[src/rtl/wb_select_pkg.sv]
// Shared types for the writeback stage: result-source select, load funct3 codes, FSM states.
package wb_pkg;

  typedef enum logic [1:0] {
    WB_ALU  = 2'b00,
    WB_LOAD = 2'b01,
    WB_PC4  = 2'b10,
    WB_UIMM = 2'b11
  } wbsel_e;

  localparam logic [2:0] F3_LB  = 3'b000;
  localparam logic [2:0] F3_LH  = 3'b001;
  localparam logic [2:0] F3_LW  = 3'b010;
  localparam logic [2:0] F3_LBU = 3'b100;
  localparam logic [2:0] F3_LHU = 3'b101;

  typedef enum logic [1:0] {
    IDLE      = 2'b00,
    WAIT_LOAD = 2'b01,
    WRITE     = 2'b10
  } wb_state_e;

endpackage

[src/rtl/wb_select_if.sv]
// MEM-to-WB bus plus register-file write port. Members are named from the stage's point of view.
// The bypass signals exist only when WB_FWD_EN is defined.
interface wb_select_if #(
  parameter int unsigned XLEN      = 32,
  parameter int unsigned RF_ADDR_W = 5
);
  logic                 valid_i;
  logic                 ready_o;
  logic                 regwrite_i;
  logic [1:0]           wbsel_i;
  logic [RF_ADDR_W-1:0] rd_addr_i;
  logic [XLEN-1:0]      alu_result_i;
  logic [XLEN-1:0]      pc_i;
  logic [XLEN-1:0]      utypeimm_i;
  logic [2:0]           funct3_i;
  logic [1:0]           addr_lo_i;
  logic [XLEN-1:0]      load_data_i;
  logic                 load_valid_i;
  logic                 rf_we_o;
  logic [RF_ADDR_W-1:0] rf_waddr_o;
  logic [XLEN-1:0]      rf_wdata_o;
`ifdef WB_FWD_EN
  logic                 fwd_valid_o;
  logic [RF_ADDR_W-1:0] fwd_addr_o;
  logic [XLEN-1:0]      fwd_data_o;
`endif

  modport slave (
    input  valid_i, regwrite_i, wbsel_i, rd_addr_i, alu_result_i, pc_i, utypeimm_i,
           funct3_i, addr_lo_i, load_data_i, load_valid_i,
    output ready_o, rf_we_o, rf_waddr_o, rf_wdata_o
`ifdef WB_FWD_EN
    , output fwd_valid_o, fwd_addr_o, fwd_data_o
`endif
  );

  modport master (
    output valid_i, regwrite_i, wbsel_i, rd_addr_i, alu_result_i, pc_i, utypeimm_i,
           funct3_i, addr_lo_i, load_data_i, load_valid_i,
    input  ready_o, rf_we_o, rf_waddr_o, rf_wdata_o
`ifdef WB_FWD_EN
    , input fwd_valid_o, fwd_addr_o, fwd_data_o
`endif
  );

endinterface

[src/rtl/wb_select_load_extend.sv]
// Combinational load-data alignment: byte/halfword/word select by offset, then sign/zero extend.
module load_extend
  import wb_pkg::*;
#(
  parameter int unsigned XLEN = 32
) (
  input  logic [2:0]      funct3_i,
  input  logic [1:0]      addr_lo_i,
  input  logic [XLEN-1:0] data_i,
  output logic [XLEN-1:0] data_o
);

  logic [7:0]  byte_sel;
  logic [15:0] half_sel;

  always_comb begin
    byte_sel = data_i[7:0];
    unique case (addr_lo_i)
      2'd0: byte_sel = data_i[7:0];
      2'd1: byte_sel = data_i[15:8];
      2'd2: byte_sel = data_i[23:16];
      2'd3: byte_sel = data_i[31:24];
      default: byte_sel = data_i[7:0];
    endcase
    // Misaligned halfword offsets fall back to the containing halfword.
    half_sel = addr_lo_i[1] ? data_i[31:16] : data_i[15:0];
  end

  always_comb begin
    data_o = '0;
    case (funct3_i)
      F3_LB:   data_o = {{(XLEN-8){byte_sel[7]}}, byte_sel};
      F3_LBU:  data_o = {{(XLEN-8){1'b0}}, byte_sel};
      F3_LH:   data_o = {{(XLEN-16){half_sel[15]}}, half_sel};
      F3_LHU:  data_o = {{(XLEN-16){1'b0}}, half_sel};
      F3_LW:   data_o = data_i;
      default: data_o = '0;
    endcase
  end

endmodule

[src/rtl/wb_select.sv]
// Writeback stage: selects the result source, extends load data, stalls for late loads.
// Optional bypass ports are enabled with WB_FWD_EN.
module wb_select
  import wb_pkg::*;
#(
  parameter int unsigned XLEN      = 32,
  parameter int unsigned RF_ADDR_W = 5
) (
  input logic        clk_i,
  input logic        rst_i,
  wb_select_if.slave bus
);

  wb_state_e            state_q, state_d;
  logic                 regwrite_q, regwrite_d;
  logic [RF_ADDR_W-1:0] rd_q, rd_d;
  logic [2:0]           funct3_q, funct3_d;
  logic [1:0]           addr_lo_q, addr_lo_d;
  logic [XLEN-1:0]      wdata_q, wdata_d;

  logic            accept;
  logic            is_load;
  logic            waiting;
  logic            commit;
  logic [2:0]      ext_funct3;
  logic [1:0]      ext_addr_lo;
  logic [XLEN-1:0] ext_data;
  logic [XLEN-1:0] result;

  assign waiting = (state_q == WAIT_LOAD);
  assign accept  = bus.valid_i && !waiting;
  assign is_load = (wbsel_e'(bus.wbsel_i) == WB_LOAD);
  // A result becomes final either on accept (unless stalled on memory) or when the load returns.
  assign commit  = (accept && (!is_load || bus.load_valid_i)) || (waiting && bus.load_valid_i);

  assign ext_funct3  = waiting ? funct3_q : bus.funct3_i;
  assign ext_addr_lo = waiting ? addr_lo_q : bus.addr_lo_i;

  load_extend #(
    .XLEN (XLEN)
  ) u_load_extend (
    .funct3_i  (ext_funct3),
    .addr_lo_i (ext_addr_lo),
    .data_i    (bus.load_data_i),
    .data_o    (ext_data)
  );

  always_comb begin
    result = '0;
    if (waiting) begin
      result = ext_data;
    end else begin
      unique case (wbsel_e'(bus.wbsel_i))
        WB_ALU:  result = bus.alu_result_i;
        WB_LOAD: result = ext_data;
        WB_PC4:  result = bus.pc_i + XLEN'(4);
        WB_UIMM: result = bus.utypeimm_i;
        default: result = '0;
      endcase
    end
  end

  always_comb begin
    regwrite_d = regwrite_q;
    rd_d       = rd_q;
    funct3_d   = funct3_q;
    addr_lo_d  = addr_lo_q;
    wdata_d    = wdata_q;
    if (accept) begin
      regwrite_d = bus.regwrite_i;
      rd_d       = bus.rd_addr_i;
      funct3_d   = bus.funct3_i;
      addr_lo_d  = bus.addr_lo_i;
    end
    if (commit) begin
      wdata_d = result;
    end
  end

  // State register
  always_ff @(posedge clk_i) begin
    if (rst_i) begin
      state_q <= IDLE;
    end else begin
      state_q <= state_d;
    end
  end

  always_ff @(posedge clk_i) begin
    if (rst_i) begin
      regwrite_q <= 1'b0;
      rd_q       <= '0;
      funct3_q   <= '0;
      addr_lo_q  <= '0;
      wdata_q    <= '0;
    end else begin
      regwrite_q <= regwrite_d;
      rd_q       <= rd_d;
      funct3_q   <= funct3_d;
      addr_lo_q  <= addr_lo_d;
      wdata_q    <= wdata_d;
    end
  end

  // Next-state logic
  always_comb begin
    state_d = state_q;
    unique case (state_q)
      IDLE, WRITE: begin
        if (accept) begin
          state_d = (is_load && !bus.load_valid_i) ? WAIT_LOAD : WRITE;
        end else begin
          state_d = IDLE;
        end
      end
      WAIT_LOAD: begin
        if (bus.load_valid_i) begin
          state_d = WRITE;
        end
      end
      default: state_d = IDLE;
    endcase
  end

  // Outputs
  always_comb begin
    bus.ready_o    = !waiting;
    bus.rf_we_o    = (state_q == WRITE) && regwrite_q && (rd_q != '0);
    bus.rf_waddr_o = rd_q;
    bus.rf_wdata_o = wdata_q;
  end

`ifdef WB_FWD_EN
  logic                 fwd_regwrite;
  logic [RF_ADDR_W-1:0] fwd_rd;

  always_comb begin
    fwd_regwrite    = waiting ? regwrite_q : bus.regwrite_i;
    fwd_rd          = waiting ? rd_q : bus.rd_addr_i;
    bus.fwd_valid_o = commit && fwd_regwrite && (fwd_rd != '0);
    bus.fwd_addr_o  = commit ? fwd_rd : '0;
    bus.fwd_data_o  = commit ? result : '0;
  end
`endif

endmodule

[src/flat_wrapper.sv]
// flat-port wrapper written by rule: the top's interface ports become plain ports
module wb_select_flat import wb_pkg::*;
#(
  parameter int unsigned XLEN      = 32,
  parameter int unsigned RF_ADDR_W = 5
)
  (clk_i, rst_i, bus_valid_i, bus_regwrite_i, bus_wbsel_i, bus_rd_addr_i, bus_alu_result_i, bus_pc_i, bus_utypeimm_i, bus_funct3_i, bus_addr_lo_i, bus_load_data_i, bus_load_valid_i, bus_ready_o, bus_rf_we_o, bus_rf_waddr_o, bus_rf_wdata_o);
  wb_select_if #(.XLEN(XLEN), .RF_ADDR_W(RF_ADDR_W)) bus_i ();
  input logic clk_i;
  input logic rst_i;
  input wire logic [$bits(bus_i.valid_i)-1:0] bus_valid_i;
  input wire logic [$bits(bus_i.regwrite_i)-1:0] bus_regwrite_i;
  input wire logic [$bits(bus_i.wbsel_i)-1:0] bus_wbsel_i;
  input wire logic [$bits(bus_i.rd_addr_i)-1:0] bus_rd_addr_i;
  input wire logic [$bits(bus_i.alu_result_i)-1:0] bus_alu_result_i;
  input wire logic [$bits(bus_i.pc_i)-1:0] bus_pc_i;
  input wire logic [$bits(bus_i.utypeimm_i)-1:0] bus_utypeimm_i;
  input wire logic [$bits(bus_i.funct3_i)-1:0] bus_funct3_i;
  input wire logic [$bits(bus_i.addr_lo_i)-1:0] bus_addr_lo_i;
  input wire logic [$bits(bus_i.load_data_i)-1:0] bus_load_data_i;
  input wire logic [$bits(bus_i.load_valid_i)-1:0] bus_load_valid_i;
  output wire logic [$bits(bus_i.ready_o)-1:0] bus_ready_o;
  output wire logic [$bits(bus_i.rf_we_o)-1:0] bus_rf_we_o;
  output wire logic [$bits(bus_i.rf_waddr_o)-1:0] bus_rf_waddr_o;
  output wire logic [$bits(bus_i.rf_wdata_o)-1:0] bus_rf_wdata_o;
  assign bus_i.valid_i = bus_valid_i;
  assign bus_i.regwrite_i = bus_regwrite_i;
  assign bus_i.wbsel_i = bus_wbsel_i;
  assign bus_i.rd_addr_i = bus_rd_addr_i;
  assign bus_i.alu_result_i = bus_alu_result_i;
  assign bus_i.pc_i = bus_pc_i;
  assign bus_i.utypeimm_i = bus_utypeimm_i;
  assign bus_i.funct3_i = bus_funct3_i;
  assign bus_i.addr_lo_i = bus_addr_lo_i;
  assign bus_i.load_data_i = bus_load_data_i;
  assign bus_i.load_valid_i = bus_load_valid_i;
  assign bus_ready_o = bus_i.ready_o;
  assign bus_rf_we_o = bus_i.rf_we_o;
  assign bus_rf_waddr_o = bus_i.rf_waddr_o;
  assign bus_rf_wdata_o = bus_i.rf_wdata_o;
  wb_select #(.XLEN(XLEN), .RF_ADDR_W(RF_ADDR_W)) u_core (.clk_i(clk_i), .rst_i(rst_i), .bus(bus_i));
endmodule
[config.mk]
export PLATFORM = sky130hd
export DESIGN_NAME = wb_select_flat
export DESIGN_NICKNAME = d
export VERILOG_FILES = /design/src/rtl/wb_select_pkg.sv /design/src/rtl/wb_select_if.sv /design/src/rtl/wb_select_load_extend.sv /design/src/rtl/wb_select.sv /design/src/flat_wrapper.sv
export SDC_FILE = /design/constraint.sdc
export NUM_CORES = 1
export LEC_CHECK = 0
export ABC_AREA = 0
export CAP_MARGIN = 20
export CORE_ASPECT_RATIO = 1.1
export CORE_MARGIN = 1
export CORE_UTILIZATION = 40
export CTS_BUF_LIST = sky130_fd_sc_hd__clkbuf_4 sky130_fd_sc_hd__clkbuf_8
export DETAILED_ROUTE_END_ITERATION = 8
export PLACE_DENSITY = 0.8
export SLEW_MARGIN = 25
export SYNTH_ARGS = -nofsm -noshare
export SYNTH_HDL_FRONTEND = slang
export SYNTH_SLANG_ARGS = --single-unit
[constraint.sdc]
create_clock -name clk_i -period 2.7 [get_ports clk_i]
set_input_delay 0.675 -clock clk_i [delete_from_list [all_inputs] [get_ports clk_i]]
set_output_delay 0.675 -clock clk_i [all_outputs]
set_load 0.05 [all_outputs]
==> impl_metrics.sql, run 1 <==
INSERT INTO impl_metrics (metric_group, metric, value, unit) VALUES
('worst_setup_path', 'required', '2920', 'ps'),
('logic_synthesis', 'synth_edf_count', '0', ''),
('worst_setup_path', 'start_kind', 'input port', ''),
('worst_setup_path', 'crit_cells', '7', ''),
('logic_synthesis', 'top_reg_cell_synth', 'dfxtp_1', ''),
('timing', 'max_slew.worst_pin.slew', '586', 'ps'),
('worst_setup_path', 'timing.critical_path.to', 'u_core.bus.rf_wdata_o[31]', ''),
('layout', 'layout_common_cells', 'clkdlybuf4s50_1 (181), buf_4 (118), nand2_1 (91), nor2_1 (56), o21ai_0 (52)', ''),
('worst_hold_path', 'timing.hold.worst.class', 'register to register', ''),
('drt', 'route.final.wire_length', '20600', 'microns'),
('timing', 'fin_crit_sh', '0.970', ''),
('timing', 'final.setup.worst_slack', '82.3', 'ps'),
('clock_tree', 'cts.reportedPaths.clkPinSlew', '100', 'ps'),
('layout', 'mostFrequentLayoutCell', 'clkdlybuf4s50_1', ''),
('layout', 'flow.area_growth_from_synthesis', '69.5', '%'),
('pwr', 'ir_worst_vdd', '0.180', 'mV'),
('grt', 'grt_pass1_vias', '5845', ''),
('worst_setup_path', 'cp.buffers_inverters', '1', ''),
('floorplan', 'dieWidth', '99.0', 'microns'),
('worst_setup_path', 'critical_path_class', 'input port to register', ''),
('timing', 'timing.slew.headroom', '0.608', ''),
('logic_synthesis', 'basic_gate_share_of_the_synthesized_area_counting_and_or_nand_and_nor_cells', '0.273', ''),
('logic_synthesis', 'postSynthRegisterBits', '45', ''),
('logic_synthesis', 'synth_compound_gate_area_share', '0.362', ''),
('floorplan', 'placementRows', '38', ''),
('placement', 'buffer_ports.inserted', '183', ''),
('grt', 'grt_util_all_layers', '0.378', ''),
('logic_synthesis', 'synth_largest_area_cell', 'dfxtp_1', ''),
('placement', 'dpl.hpwl', '16900', 'microns'),
('grt', 'grt_pass1_wl', '31300', 'microns'),
('worst_setup_path', 'critical_path.startpoint', 'bus_pc_i[3]', ''),
('drt', 'post-route-drc-count', '0', ''),
('layout', 'post_route_cells_drive_above_1_share', '0.173', ''),
('worst_setup_path', 'cp-end-kind', 'register', ''),
('placement', 'dp.cells', '984', ''),
('clock_tree', 'cts.hold.buffers_added', '0', ''),
('clock_tree', 'clkSinkCount', '45', ''),
('drt', 'avgRoutedWirePerCell', '20.8', 'microns'),
('worst_setup_path', 'worst_path_dominant_cell_family', 'simple AND/OR/NAND/NOR gates', ''),
('logic_synthesis', 'postSynth.asyncResetShare', '0', ''),
('floorplan', 'pin_count', '184', ''),
('drt', 'drt-vias-per-instance', '6.09', ''),
('timing', 'fmaxAchievable', '0.382', 'GHz'),
('logic_synthesis', 'synth_cell_type_count', '65', ''),
('logic_synthesis', 'synth.top_cells.by_area', 'dfxtp_1 (22%), nand2_1 (8.2%), o21ai_0 (6.3%)', ''),
('layout', 'finalNonFillerCells', '993', ''),
('clock_tree', 'clock_insertion_delay_worst_skew', '310', 'ps'),
('worst_setup_path', 'slowest_stage_delay_on_critical_path', '510', 'ps'),
('placement', 'placement.setup.worst_slack', '-360', 'ps'),
('logic_synthesis', 'largest_family_of_logic_cells_by_synthesized_area', 'compound AO/OA/AOI/OAI gates', ''),
('logic_synthesis', 'yosysWarningCount', '0', ''),
('floorplan', 'die_y', '109', 'microns'),
('clock_tree', 'cts-htree-levels', '2', ''),
('drt', 'drt.antenna.violating_nets', '0', ''),
('layout', 'fin_util', '0.704', ''),
('logic_synthesis', 'synth_fp_nets', '749', ''),
('grt', 'global_route.overflow_total', '0', ''),
('worst_setup_path', 'ff2ff_path_depth', '7', ''),
('layout', 'diodes', '0', ''),
('drt', 'drt_first_iter_violations', '716', ''),
('status', 'result_of_the_run', 'completed', ''),
('pwr', 'power', '2.49', 'mW'),
('worst_setup_path', 'rrSetupSlack', '170', 'ps'),
('run', 'drv.max_cap_violation_count', '0', ''),
('grt', 'grt_max_degree', '26', ''),
('logic_synthesis', 'synthesis.area', '4140', 'sq um'),
('grt', 'grt_antenna_before_repair', '0', ''),
('worst_setup_path', 'timing.critical_path.slowest_stage_cell', 'clkdlybuf4s50_1', ''),
('worst_setup_path', 'rr_startpoint', 'u_core.state_q[0]', ''),
('logic_synthesis', 'postSynthAreaPerCell', '6.87', 'sq um'),
('clock_tree', 'cts_root_buf', 'clkbuf_8', '');
[what timing repair did]
item | 4_1_cts | 5_1_grt
setup endpoints to repair | 2 | 4
buffers inserted | 0 | 1
pin swaps | 0 | 4
resized for setup | 3 | 1
[through the flow]
| stage | hold slack [ps] | area, sq um |
|---|---|---|
| 2_1_floorplan | 437 | 4140 |
| 3_3_place_gp | 446 | 6890 |
| 3_5_place_dp | 458 | 6890 |
| 4_1_cts | 480 | 7010 |
| 5_1_grt | 497 | 7030 |
| 6_report | 479 | 7030 |
[synth_stat cells (6+ instances only)]
master    instances
nor3_1           16
nor2_1           56
nand3_1          14
a22oi_1           7
dfxtp_1          45
a221o_1           7
a31oi_1          23
a211oi_1         11
and2_1           21
xnor2_1           6
nand4_1           8
a21oi_1          46
o211ai_1          9
mux2i_1           9
o22ai_1          12
xor2_1           18
o221ai_1         10
inv_1            11
o21ai_0          52
clkbuf_1         31
nand2_1          91
buf_2             6
[worst min-delay path by stage]
stage	startpoint	end	slack [ps]	cells past startpoint
after floorplan	u_core.regwrite_q	u_core.regwrite_q	440	2
after global placement	u_core.regwrite_q	u_core.regwrite_q	450	2
after detailed placement	u_core.bus.rf_wdata_o[7]	u_core.bus.rf_wdata_o[7]	460	2
after CTS	u_core.bus.rf_wdata_o[7]	u_core.bus.rf_wdata_o[7]	480	2
after global routing	u_core.bus.rf_waddr_o[3]	u_core.bus.rf_waddr_o[3]	500	2
final	u_core.bus.rf_wdata_o[7]	u_core.bus.rf_wdata_o[7]	480	2
[kinds of logic (layout without fill, tap and decap cells)]
kind of cell | count (synthesis) | in the layout
AOI/OAI and AO/OA | 225 | 225
adders and majority gates | 1 | 1
xor gates and xnor gates | 24 | 24
buffers and inverters | 54 | 324
DFF | 45 | 45
muxes | 14 | 14
and+or+nand+nor | 240 | 240
[registers in the layout (all words and copies together) (netlist names)]
register / flops
u_core.bus.rf_wdata_o: 32
u_core.bus.rf_waddr_o: 5
u_core.funct3_q: 3
u_core.addr_lo_q: 2
u_core.state_q: 2
u_core.regwrite_q: 1
[area by class of cell]
type | count | area, sq um | area share
tap | 120 | 150 | 0.0214
sequential | 45 | 901 | 0.128
clock inverter | 2 | 37.5 | 0.00534
clock buffer | 6 | 82.6 | 0.0118
inverter | 12 | 45.0 | 0.00641
timing repair buffer | 304 | 2790 | 0.397
multi-input combinational | 504 | 3020 | 0.430
[per-layer routing]
layer	track usage	vias up	routed length (microns)	part of all wire
li1	-	2787	-	-
met1	0.476	2809	8500	0.41
met2	0.671	413	9980	0.48
met3	0.0417	43	1630	0.079
met4	0.125	0	499	0.024
met5	0	-	0	0
[worst reg2reg max path: stages, from the launching register on]
cell	delay, ps
dfxtp_1	410
and2b_4	210
inv_2	220
mux2i_1	370
o22ai_1	250
a221oi_1	560
nand2_1	130
a32o_1	280
[power breakdown]
part           internal (mW)  switching [mW]
clock network          0.302           0.266
logic                  0.539           0.619
registers              0.720          0.0423
No activity file was read; power rests on OpenSTA's default activity.
==> inputs of run 2 (changes only) <==
Settings changed: CORE_MARGIN 1 to default, MAX_ROUTING_LAYER from default to met4.
==> run 2 against run 1 <==
Net effect: combinational power about the same; via count rose by 0.38%; final cell count grew 0.81%; largest cell class unchanged; largest power group unchanged.
==> impl_metrics.sql, run 2 (synthesis results as in run 1) <==
INSERT INTO impl_metrics (metric_group, metric, value, unit) VALUES
('pwr', 'power.static_leakage', '2.81', 'nW'),
('worst_setup_path', 'slowest_stage_delay_on_critical_path', '470', 'ps'),
('timing', 'finalHoldViolations', '0', ''),
('clock_tree', 'ctsLongestPathBuffers', '2', ''),
('timing', 'timing.slew.headroom', '0.502', ''),
('timing', 'timing.final.setup_violations', '0', ''),
('worst_setup_path', 'cp-end-kind', 'register', ''),
('placement', 'routabilityCongestion', '1.01', ''),
('status', 'result_of_the_run', 'completed', ''),
('grt', 'grt_antenna_before_repair', '0', ''),
('clock_tree', 'cts_root_buf', 'clkbuf_8', ''),
('timing', 'fmaxAchievable', '0.379', 'GHz'),
('clock_tree', 'clock_insertion_delay_worst_skew', '310', 'ps'),
('floorplan', 'placementRows', '38', ''),
('grt', 'grt_max_degree', '26', ''),
('layout', 'final_net_count', '1026', ''),
('timing', 'finalCriticalPeriod', '2640', 'ps'),
('layout', 'flip_flop_count_of_the_largest_register_all_copies_and_words_added', '32', ''),
('pwr', 'power_dens_cells', '339', 'nW/um^2'),
('pwr', 'power', '2.39', 'mW'),
('worst_setup_path', 'start_kind', 'input port', ''),
('pwr', 'ir_worst_vdd', '0.213', 'mV'),
('grt', 'grt_util_all_layers', '0.388', ''),
('floorplan', 'dieWidth', '99.0', 'microns'),
('layout', 'finalNonFillerCells', '1001', ''),
('grt', 'met1_usage', '0.463', ''),
('floorplan', 'total_die_area', '10800', 'sq um'),
('grt', 'grt_pass1_vias', '6002', ''),
('timing', 'max_slew.worst_pin.slew', '744', 'ps'),
('timing', 'fin_setup_tns', '0', 'ps'),
('floorplan', 'die_y', '109', 'microns'),
('grt', 'gr-usage-met2', '0.664', ''),
('layout', 'fin_util', '0.708', ''),
('drt', 'route.final.wire_length', '20500', 'microns'),
('worst_setup_path', 'timing.critical_path.slowest_stage_cell', 'clkdlybuf4s50_1', ''),
('timing', 'max_clock_skew', '5.09', 'ps'),
('clock_tree', 'cts-htree-levels', '2', ''),
('timing', 'fin_crit_sh', '0.978', ''),
('drt', 'post-route-drc-count', '0', ''),
('layout', 'diodes', '0', ''),
('drt', 'drt_first_iter_violations', '562', ''),
('grt', 'grt_pass1_wl', '31100', 'microns'),
('layout', 'layout_common_cells', 'clkdlybuf4s50_1 (180), buf_4 (126), nand2_1 (91), nor2_1 (56), o21ai_0 (52)', ''),
('clock_tree', 'clkSinkCount', '45', ''),
('placement', 'dpl.hpwl', '17000', 'microns'),
('worst_setup_path', 'crit_cells', '9', ''),
('floorplan', 'core_area', '9980', 'sq um'),
('worst_hold_path', 'min_delay_path_depth', '2', ''),
('layout', 'fill_cells', '830', ''),
('worst_setup_path', 'crit_chain', 'clkdlybuf4s50_1 -> and3_1 -> nand4_1 -> buf_4 -> or3_1 -> a311oi_2 -> buf_4 -> a21oi_1 -> o211ai_1', ''),
('drt', 'vias', '6075', ''),
('drt', 'drtPass1Iterations', '5', ''),
('worst_setup_path', 'path_common_cell', 'buf_4', ''),
('worst_setup_path', 'worst_path_dominant_cell_family', 'buffers and inverters', ''),
('layout', 'mostFrequentLayoutCell', 'clkdlybuf4s50_1', ''),
('worst_hold_path', 'timing.hold.worst.class', 'register to register', ''),
('worst_setup_path', 'critical_path_class', 'input port to register', ''),
('drt', 'avgRoutedWirePerCell', '20.5', 'microns'),
('clock_tree', 'cts.reportedPaths.clkPinSlew', '90', 'ps'),
('timing', 'setup_repair_after_global_routing_missed_its_margin', 'false', ''),
('layout', 'post_route_cells_drive_above_1_share', '0.182', ''),
('run', 'drv.max_cap_violation_count', '0', ''),
('floorplan', 'floorplan.initialDensity', '0.415', ''),
('clock_tree', 'cts.hold.buffers_added', '0', ''),
('timing', 'maxSlewViolCount', '0', ''),
('worst_setup_path', 'worst_ep_arrival_time', '2880', 'ps'),
('worst_setup_path', 'required', '2940', 'ps'),
('floorplan', 'pin_count', '184', ''),
('grt', 'global_route.overflow_total', '0', ''),
('clock_tree', 'tritoncts', 'yes', ''),
('drt', 'drt-vias-per-instance', '6.07', ''),
('drt', 'drt.antenna.violating_nets', '0', ''),
('grt', 'grt_busiest_layer', 'met2', ''),
('worst_setup_path', 'cp.buffers_inverters', '3', ''),
('worst_setup_path', 'rrSetupSlack', '180', 'ps'),
('clock_tree', 'cts_inserted_buffers', '5', ''),
('placement', 'buffer_ports.inserted', '183', ''),
('grt', 'global_route.usage.met3', '0.0462', ''),
('worst_setup_path', 'ff2ff_path_depth', '9', ''),
('placement', 'dp.cells', '992', ''),
('layout', 'flow.area_growth_from_synthesis', '70.5', '%'),
('worst_setup_path', 'worstPathMaxFanout', '3', '');
-- run 2: cell types whose count changed in the layout (fill, tap and decap cells not counted), sizes merged --
cell | before | now
clkinvlp | 1 | 0
dlymetal6s2s | 0 | 1
bufinv | 1 | 0
clkdlybuf4s50 | 181 | 180
clkinv | 0 | 2
buf | 122 | 130
-- run 2: metal layers --
layer  up-vias  routed length [microns]
met2       371                     9770
met3        68                     1680
met1      2826                     8230
met4         0                      808
li1       2810                        -
met5         -                        0
-- run 2: through the flow --
step	cell area [sq um]	setup slack (ps)	hold WS, ps
floorplan	4140	221	437
global placement	6950	-311	444
detailed placement	6950	-380	463
CTS	7050	13.3	479
global route	7070	7.86	507
finish	7070	58.4	474
-- run 2: layout make-up --
class | instances | area [sq um] | share of cell area
clock buffer | 6 | 82.6 | 0.0117
inverter | 12 | 45.0 | 0.00638
clock inverter | 2 | 13.8 | 0.00195
timing repair buffer | 312 | 2850 | 0.403
multi-input combinational | 504 | 3020 | 0.428
sequential | 45 | 901 | 0.128
tap | 120 | 150 | 0.0213
-- run 2: timing repair --
item,4_1_cts,5_1_grt
pin swaps,0,4
resized for setup,4,2
cloned,0,0
setup buffers,0,1
setup endpoints to repair,3,4
-- run 2: worst register-to-register path, delay by kind of cell (launching register included) --
kind	cells	cell delay, ps
flops	1	390
simple gates	2	480
compound gates	4	780
buf+inv	3	810
-- run 2: where the power goes --
part           switching (mW)  total (mW)  leakage, nW  internal (mW)
Clock                   0.251       0.459       0.0512          0.208
Sequential             0.0420       0.762        0.372          0.720
Combinational           0.621        1.17         2.39          0.549
Total                   0.914        2.39         2.81           1.48
-- run 2: path summary, 6_finish.rpt --
| check | startpoint | to |
|---|---|---|
| worst max-delay path | bus_pc_i[7] | u_core.bus.rf_wdata_o[15] |
| worst max register to register | u_core.state_q[0] | u_core.bus.rf_wdata_o[8] |
| worst min register to register | u_core.regwrite_q | u_core.regwrite_q |
| worst min-delay path | u_core.regwrite_q | u_core.regwrite_q |
==> inputs of run 3 (changes only) <==
Settings changed: ABC_CLOCK_PERIOD_IN_PS from default to 2700.
==> results of run 3 <==
Final layout, timing and power as in run 2 (identical DEF).
